## config.mk

```make
export PLATFORM = sky130hd
export DESIGN_NAME = logic_engine_responder_flat
export DESIGN_NICKNAME = d
export VERILOG_FILES = /design/src/rtl/logic_engine_responder_pkg.sv /design/src/rtl/logic_engine_responder_if.sv /design/src/rtl/logic_engine_responder_cache.sv /design/src/rtl/logic_engine_responder.sv /design/src/flat_wrapper.sv
export SDC_FILE = /design/constraint.sdc
export NUM_CORES = 1
export LEC_CHECK = 0
export ABC_AREA = 1
export CAP_MARGIN = 20
export CORE_MARGIN = 2
export CORE_UTILIZATION = 42
export DETAILED_ROUTE_END_ITERATION = 6
export PLACE_DENSITY = 0.75
export SLEW_MARGIN = 0
export SYNTH_ARGS = -nofsm -noshare
export SYNTH_HDL_FRONTEND = slang
export SYNTH_SLANG_ARGS = --single-unit
```

## constraint.sdc

```tcl
create_clock -name clk -period 1.47 [get_ports clk]
set_input_delay 0.2205 -clock clk [delete_from_list [all_inputs] [get_ports clk]]
set_output_delay 0.2205 -clock clk [all_outputs]
set_load 0.01 [all_outputs]
```

## src/rtl/logic_engine_responder_pkg.sv

```systemverilog
// Shared types and constants for the CPU logic-engine responder and its result cache.
package thiele_logic_pkg;

  typedef enum logic [2:0] {
    ST_IDLE  = 3'd0,
    ST_ISSUE = 3'd1,
    ST_WAIT  = 3'd2,
    ST_ACK   = 3'd3,
    ST_DRAIN = 3'd4
  } state_t;

  localparam logic [1:0]  RSP_PROVED       = 2'b00;
  localparam logic [1:0]  RSP_REFUTED      = 2'b01;
  localparam logic [1:0]  RSP_ERROR        = 2'b10;
  localparam logic [31:0] ERR_CERT_DEFAULT = 32'hFFFF_FFFF;

  function automatic logic [31:0] cert_addr(input logic [31:0] base,
                                            input logic [31:0] stride,
                                            input logic [31:0] idx);
    return base + idx * stride;
  endfunction

endpackage

```

## src/rtl/logic_engine_responder_if.sv

```systemverilog
// CPU logic-engine port plus solver request/response channel, seen from both ends.
interface logic_engine_responder_if;
  logic        logic_req;
  logic [31:0] logic_addr;
  logic        logic_ack;
  logic [31:0] logic_data;
  logic        solver_req_valid;
  logic        solver_req_ready;
  logic [31:0] solver_req_addr;
  logic        solver_rsp_valid;
  logic [1:0]  solver_rsp_status;

  modport master (
    output logic_req, logic_addr, solver_req_ready, solver_rsp_valid, solver_rsp_status,
    input  logic_ack, logic_data, solver_req_valid, solver_req_addr
  );

  modport slave (
    input  logic_req, logic_addr, solver_req_ready, solver_rsp_valid, solver_rsp_status,
    output logic_ack, logic_data, solver_req_valid, solver_req_addr
  );
endinterface

```

## src/rtl/logic_engine_responder_cache.sv

```systemverilog
// Direct-mapped result cache: combinational lookup, single-cycle fill, invalidated by reset.
module logic_result_cache #(
  parameter int CACHE_DEPTH = 4
) (
  input  logic        clk,
  input  logic        rst_n,
  input  logic [31:0] lookup_addr,
  output logic        hit,
  output logic [31:0] hit_data,
  input  logic        fill_en,
  input  logic [31:0] fill_addr,
  input  logic [31:0] fill_data
);
  localparam int IDX_W = (CACHE_DEPTH > 1) ? $clog2(CACHE_DEPTH) : 1;

  logic [CACHE_DEPTH-1:0] valid_q;
  logic [31:0]            tag_q  [CACHE_DEPTH];
  logic [31:0]            data_q [CACHE_DEPTH];
  logic [IDX_W-1:0]       lk_idx;
  logic [IDX_W-1:0]       fl_idx;

  assign lk_idx   = lookup_addr[IDX_W-1:0];
  assign fl_idx   = fill_addr[IDX_W-1:0];
  assign hit      = valid_q[lk_idx] && (tag_q[lk_idx] == lookup_addr);
  assign hit_data = data_q[lk_idx];

  always_ff @(posedge clk or negedge rst_n) begin
    if (!rst_n) begin
      valid_q <= '0;
    end else if (fill_en) begin
      valid_q[fl_idx] <= 1'b1;
    end
  end

  // Tag/data need no reset: valid_q gates every use.
  always_ff @(posedge clk) begin
    if (fill_en) begin
      tag_q[fl_idx]  <= fill_addr;
      data_q[fl_idx] <= fill_data;
    end
  end

endmodule

```

## src/rtl/logic_engine_responder.sv

```systemverilog
// Target side of the CPU logic-engine port; forwards LASSERT queries to the solver.
// Optional result cache enabled by defining RESULT_CACHE_EN.
//
// state    | meaning
// ST_IDLE  | waiting for logic_req; cache lookup when enabled
// ST_ISSUE | solver_req_valid high until solver_req_ready
// ST_WAIT  | waiting for solver response, timeout timer running
// ST_ACK   | one-cycle logic_ack with certificate on logic_data
// ST_DRAIN | waiting for logic_req to drop
module logic_engine_responder
  import thiele_logic_pkg::*;
#(
  parameter logic [31:0] CERT_BASE      = 32'h0001_0000,
  parameter logic [31:0] CERT_STRIDE    = 32'h40,
  parameter int          CERT_IDX_W     = 8,
  parameter int          TIMEOUT_CYCLES = 1024,
`ifdef RESULT_CACHE_EN
  parameter int          CACHE_DEPTH    = 4,
`endif
  parameter logic [31:0] ERR_CERT       = ERR_CERT_DEFAULT
) (
  input  logic                     clk,
  input  logic                     rst_n,
  logic_engine_responder_if.slave  bus,
  output logic                     busy,
  output logic [7:0]               err_count
);
  localparam int              TIMER_W    = $clog2(TIMEOUT_CYCLES) + 1;
  localparam logic [TIMER_W-1:0] TIMER_LAST = TIMER_W'(TIMEOUT_CYCLES - 1);

  state_t                  state;
  logic [TIMER_W-1:0]      timer;
  logic [CERT_IDX_W-1:0]   cert_idx;
  logic                    ack_q;
  logic [31:0]             data_q;
  logic                    valid_q;
  logic [31:0]             addr_q;
  logic                    busy_q;
  logic [7:0]              err_q;
  logic                    rsp_err;
  logic                    rsp_refuted;
  logic [31:0]             cert_result;
  logic                    cache_hit;
  logic [31:0]             cache_data;

  assign rsp_refuted = (bus.solver_rsp_status == RSP_REFUTED);
  assign rsp_err     = !((bus.solver_rsp_status == RSP_PROVED) || rsp_refuted);
  assign cert_result = cert_addr(CERT_BASE, CERT_STRIDE, 32'(cert_idx)) | {31'b0, rsp_refuted};

`ifdef RESULT_CACHE_EN
  logic fill_en;
  assign fill_en = (state == ST_WAIT) && bus.solver_rsp_valid && !rsp_err;

  logic_result_cache #(.CACHE_DEPTH(CACHE_DEPTH)) u_cache (
    .clk         (clk),
    .rst_n       (rst_n),
    .lookup_addr (bus.logic_addr),
    .hit         (cache_hit),
    .hit_data    (cache_data),
    .fill_en     (fill_en),
    .fill_addr   (addr_q),
    .fill_data   (cert_result)
  );
`else
  assign cache_hit  = 1'b0;
  assign cache_data = '0;
`endif

  always_ff @(posedge clk or negedge rst_n) begin
    if (!rst_n) begin
      state    <= ST_IDLE;
      timer    <= '0;
      cert_idx <= '0;
      ack_q    <= 1'b0;
      data_q   <= '0;
      valid_q  <= 1'b0;
      addr_q   <= '0;
      busy_q   <= 1'b0;
      err_q    <= '0;
    end else begin
      ack_q <= 1'b0;
      case (state)
        ST_IDLE: begin
          if (bus.logic_req) begin
            addr_q <= bus.logic_addr;
            busy_q <= 1'b1;
            if (cache_hit) begin
              data_q <= cache_data;
              ack_q  <= 1'b1;
              state  <= ST_ACK;
            end else begin
              valid_q <= 1'b1;
              state   <= ST_ISSUE;
            end
          end
        end
        ST_ISSUE: begin
          if (bus.solver_req_ready) begin
            valid_q <= 1'b0;
            timer   <= '0;
            state   <= ST_WAIT;
          end
        end
        ST_WAIT: begin
          timer <= timer + TIMER_W'(1);
          // A response on the final timer cycle takes priority over the timeout.
          if (bus.solver_rsp_valid) begin
            if (rsp_err) begin
              data_q <= ERR_CERT;
              err_q  <= (err_q == 8'hFF) ? err_q : err_q + 8'd1;
            end else begin
              data_q   <= cert_result;
              cert_idx <= cert_idx + CERT_IDX_W'(1);
            end
            ack_q <= 1'b1;
            state <= ST_ACK;
          end else if (timer == TIMER_LAST) begin
            data_q <= ERR_CERT;
            err_q  <= (err_q == 8'hFF) ? err_q : err_q + 8'd1;
            ack_q  <= 1'b1;
            state  <= ST_ACK;
          end
        end
        ST_ACK: state <= ST_DRAIN;
        ST_DRAIN: begin
          if (!bus.logic_req) begin
            busy_q <= 1'b0;
            state  <= ST_IDLE;
          end
        end
        default: state <= ST_IDLE;
      endcase
    end
  end

  assign bus.logic_ack        = ack_q;
  assign bus.logic_data       = data_q;
  assign bus.solver_req_valid = valid_q;
  assign bus.solver_req_addr  = addr_q;
  assign busy                 = busy_q;
  assign err_count            = err_q;

endmodule

```

## src/flat_wrapper.sv

```systemverilog
// flat-port wrapper written by rule: the top's interface ports become plain ports
module logic_engine_responder_flat import thiele_logic_pkg::*;
#(
  parameter logic [31:0] CERT_BASE      = 32'h0001_0000,
  parameter logic [31:0] CERT_STRIDE    = 32'h40,
  parameter int          CERT_IDX_W     = 8,
  parameter int          TIMEOUT_CYCLES = 1024,

  parameter logic [31:0] ERR_CERT       = ERR_CERT_DEFAULT
)
  (clk, rst_n, busy, err_count, bus_logic_req, bus_logic_addr, bus_solver_req_ready, bus_solver_rsp_valid, bus_solver_rsp_status, bus_logic_ack, bus_logic_data, bus_solver_req_valid, bus_solver_req_addr);
  logic_engine_responder_if bus_i ();
  input  logic clk;
  input  logic rst_n;
  output logic busy;
  output logic [7:0] err_count;
  input wire logic [$bits(bus_i.logic_req)-1:0] bus_logic_req;
  input wire logic [$bits(bus_i.logic_addr)-1:0] bus_logic_addr;
  input wire logic [$bits(bus_i.solver_req_ready)-1:0] bus_solver_req_ready;
  input wire logic [$bits(bus_i.solver_rsp_valid)-1:0] bus_solver_rsp_valid;
  input wire logic [$bits(bus_i.solver_rsp_status)-1:0] bus_solver_rsp_status;
  output wire logic [$bits(bus_i.logic_ack)-1:0] bus_logic_ack;
  output wire logic [$bits(bus_i.logic_data)-1:0] bus_logic_data;
  output wire logic [$bits(bus_i.solver_req_valid)-1:0] bus_solver_req_valid;
  output wire logic [$bits(bus_i.solver_req_addr)-1:0] bus_solver_req_addr;
  assign bus_i.logic_req = bus_logic_req;
  assign bus_i.logic_addr = bus_logic_addr;
  assign bus_i.solver_req_ready = bus_solver_req_ready;
  assign bus_i.solver_rsp_valid = bus_solver_rsp_valid;
  assign bus_i.solver_rsp_status = bus_solver_rsp_status;
  assign bus_logic_ack = bus_i.logic_ack;
  assign bus_logic_data = bus_i.logic_data;
  assign bus_solver_req_valid = bus_i.solver_req_valid;
  assign bus_solver_req_addr = bus_i.solver_req_addr;
  logic_engine_responder #(.CERT_BASE(CERT_BASE), .CERT_STRIDE(CERT_STRIDE), .CERT_IDX_W(CERT_IDX_W), .TIMEOUT_CYCLES(TIMEOUT_CYCLES), .ERR_CERT(ERR_CERT)) u_core (.clk(clk), .rst_n(rst_n), .bus(bus_i), .busy(busy), .err_count(err_count));
endmodule
```

==> summary.txt <==
Setup path
  – Crit-path cells: ha_4 -> nand2_4 -> nor2_4 -> nand3_2 -> nand2_2 -> nand2_1 -> inv_1 -> or2_2
  – Reg2reg setup slack: between 0.0003 and 0.0004 ns
  – Crit path max-delay family: simple AND/OR/NAND/NOR gates
  – CP endpoint kind: flop
  – Critical path class: reg2reg
  – Startpoint types: flop
  – CP endpoint: u_core.bus.logic_data[16]$_DFFE_PN0P_
  – Reg-to-reg startpoint: u_core.timer[1]$_DFFE_PN0P_
  – Worst Setup SP: u_core.timer[1]$_DFFE_PN0P_
  – Critical-path top delay cell: dfrtp_1
  – Crit-path max FO: 3
  – Bufs and invs on worst path: 1
  – Worst R2R End: u_core.bus.logic_data[16]$_DFFE_PN0P_
  – R2R depth: 8
  – Max incr delay on CP: around 0.42 ns
  – CP Depth: 8
  – Required time worst endpoint: around 1.7 ns
  – Arr. time, crit path: 1.70 ns

Yosys
  – Top-count cell post-synth: nand2_1
  – Area contributors post-synth: dfrtp_1 53%, nand2_1 17%, buf_4 4.8%
  – Post-synth top area share: between 50% and 60%
  – Ys async rst share: 100.0%
  – Top post-synthesis cells by count: 162 x nand2_1, 76 x dfrtp_1, 37 x inv_1, 23 x buf_4, 23 x nor2_1
  – Most used flip-flop cell after synthesis: dfrtp_1
  – Yosys warnings: 0
  – Area of the mapped netlist: 3610 µm²
  – Mapped Cells: 426
  – Synthesized Nets: approximately 470
  – FF+latch count, synth: 76
  – Avg Inst Size Synth: between 8 and 9 µm²
  – Sequential area share after synthesis: a little over half
  – Number of synthesized flops with an enable pin: 0
  – Area leader, netlist: dfrtp_1
  – Netlist cell types: 34

Timing
  – Slew Viols, Final: 0
  – Setup TNS: 0 ns
  – Final hold vios: 0
  – Setup slack after layout: around 0.00039 ns
  – RSZ-0062 raised after global routing: yes
  – Slew @ Worst Pin: 0.4187 ns
  – Final period util: 99.97%
  – Clk_skew: ~0.0068 ns
  – Final Critical Period: 1.470 ns
  – Fmax: between 600 and 700 MHz
  – Max-slew headroom: 72.09%
  – Final setup fails: 0

Final layout
  – Cell Count, Final, Fillers Out: about 660
  – ANT cells: 0
  – Final Cell Area: ~5100 µm²
  – Final nets: around 600
  – Area delta synth->final: 42.15%
  – Fraction of layout instances using a drive strength above 1: 13.98%

Floorplanning
  – Die X: ~97 µm
  – Ports: ~110
  – Num rows: 33
  – Die footprint: slightly above 9000 µm²
  – Core area: a little over 8000 µm²
  – Initial Util: 43.71%
  – Die H: approximately 97 µm

Flow run
  – Max-capacitance violation count: 0

Clocking
  – CTS Buffer Depth: 2
  – Clock root cell: clkbuf_8
  – Skew-Pair Late Insertion Delay: ~0.34 ns
  – Clock Sinks: 76
  – CTS H-tree depth: 3
  – Worst-path clk slew: roughly 0.080 ns
  – CTS tree: yes
  – CTS Buf Count: 9

Place
  – Inst Count DP: around 630
  – RePlAce Congestion: around 0.81
  – Placed Area: roughly 4800 µm²
  – Pre-CTS WS: -0.1690 ns
  – DP HPWL: roughly 6 mm
  – IO buf count: about 110

Global routing
  – GRT overflow: 0
  – Vias in the first global route: ~3000
  – GRT Util Overall: 18.54%
  – Initial antenna violation count: 0
  – Largest net degree at the start of global routing: 77
  – Global-route wire length before repair: around 14 mm

Pwr
  – Static Leak: about 2.8 nW
  – Pwr dens: about 1700 nW/µm²
  – Maximum VDD drop: about 560 µV

Route
  – Routed length per instance: approximately 13 µm
  – DRT Wirelength: 8.723 mm
  – Metal-1 WL: 3.799 mm
  – Total number of vias: between 3000 and 4000
  – Initial DRC Count: 150
  – DR vias/cell: 4.805
  – Met2 wire len: ~4.3 mm
  – Metal3 WL: 517 µm
  – Routed Antenna Nets: 0
  – Uppermost layer routed: met4
  – Pre-antenna DRT Iters: 5
  – # DRC: 0

Min path
  – Worst min path class: in2reg

Status
  – Status: completed
==> cell type report <==
type,count,area [µm²]
fill,727,3127
sequential,76,1906
timing repair buffer,148,1389
multi-input combinational,278,1361
inverter,40,152.6
tap,105,131.4
clock buffer,10,127.6
clock inverter,6,63.81
==> per-layer routing <==
layer	up-vias	GRT usage [%]
met1	1493	23.39
met2	116	31.25
li1	1567	-
met5	-	0
met3	10	4.408
met4	0	6.501
==> through the flow <==
stage               util, %  total power [mW]  hold WS (ns)
finish                62.14             8.804        0.4083
global route          62.14             9.459        0.3984
CTS                   60.86             8.830        0.3990
detailed placement    58.41             7.729        0.2735
global placement      58.41             7.565        0.2709
floorplan                 -             5.603      -0.07509
==> worst min-delay path, delay by kind of cell <==
kind	cells	cell delay, ns
and+or+nand+nor	2	0.10
buffers and inverters	1	0.40
==> timing repair <==
item / CTS / global route
hold endpoints to repair: 76 / 0
setup endpoints to repair: 69 / 69
buffers inserted: 8 / 4
resized for setup: 68 / 25
hold buffers: 1 / 0
pin swaps: 1 / 6
==> state kept, by name, summed over array words and instances (netlist names) <==
| register | cells |
|---|---|
| u_core.timer | 11 |
| u_core.bus.logic_ack | 1 |
| u_core.bus.solver_req_addr | 32 |
| u_core.bus.solver_req_valid | 1 |
| u_core.busy | 1 |
| u_core.cert_idx | 8 |
| u_core.err_count | 8 |
| u_core.bus.logic_data | 11 |
| u_core.state | 3 |
==> power by group <==
group	switching [mW]	internal [mW]
Sequential	0.503	2.85
Combinational	2.07	1.82
Clock	0.777	0.785
==> cells in the final DEF (no fill, tap or decap), types with 2 or more instances in the layout <==
master,netlist,layout
nand2_1,162,157
dfrtp_1,76,73
dlygate4sd2_1,0,61
inv_1,37,37
clkdlybuf4s50_1,0,37
buf_4,23,30
nor2_1,23,23
nand3_1,19,19
dlymetal6s2s_1,0,14
a21oi_1,13,13
nand4_1,12,12
clkbuf_8,0,9
o21ai_0,8,8
nand2_2,3,7
xor2_1,6,6
nor3_1,4,4
nor2_4,1,3
xnor2_1,3,3
buf_6,3,3
dfrtp_2,0,3
nand2_4,1,2
inv_2,3,2
nor2_2,4,2
nand3b_1,2,2
o21ai_1,2,2
ha_1,3,2
clkinvlp_4,0,2
clkinv_2,0,2
buf_12,0,2
==> kinds of logic after synthesis <==
kind of cell	count (synthesis)	share of synthesized area, %
DFF	76	52.69
and+or+nand+nor	237	28.98
adders and majority gates	3	1.040
AOI/OAI and AO/OA	29	4.403
buffers and inverters	72	10.71
xor gates and xnor gates	9	2.184
==> worst min path at each step <==
stage,depth (start not counted),end,start,slack (ns)
final,3,u_core.bus.solver_req_addr[28]$_DFFE_PN0P_,bus_logic_addr[28],0.41
after global routing,3,u_core.bus.solver_req_addr[28]$_DFFE_PN0P_,bus_logic_addr[28],0.40
after CTS,3,u_core.bus.solver_req_addr[29]$_DFFE_PN0P_,bus_logic_addr[29],0.40
after detailed placement,2,u_core.err_count[5]$_DFFE_PN0P_,rst_n,0.27
after global placement,2,u_core.err_count[5]$_DFFE_PN0P_,rst_n,0.27
after floorplan,0,u_core.bus.logic_ack$_DFF_PN0_,rst_n,-0.08
No activity file was read; power rests on OpenSTA's default activity.
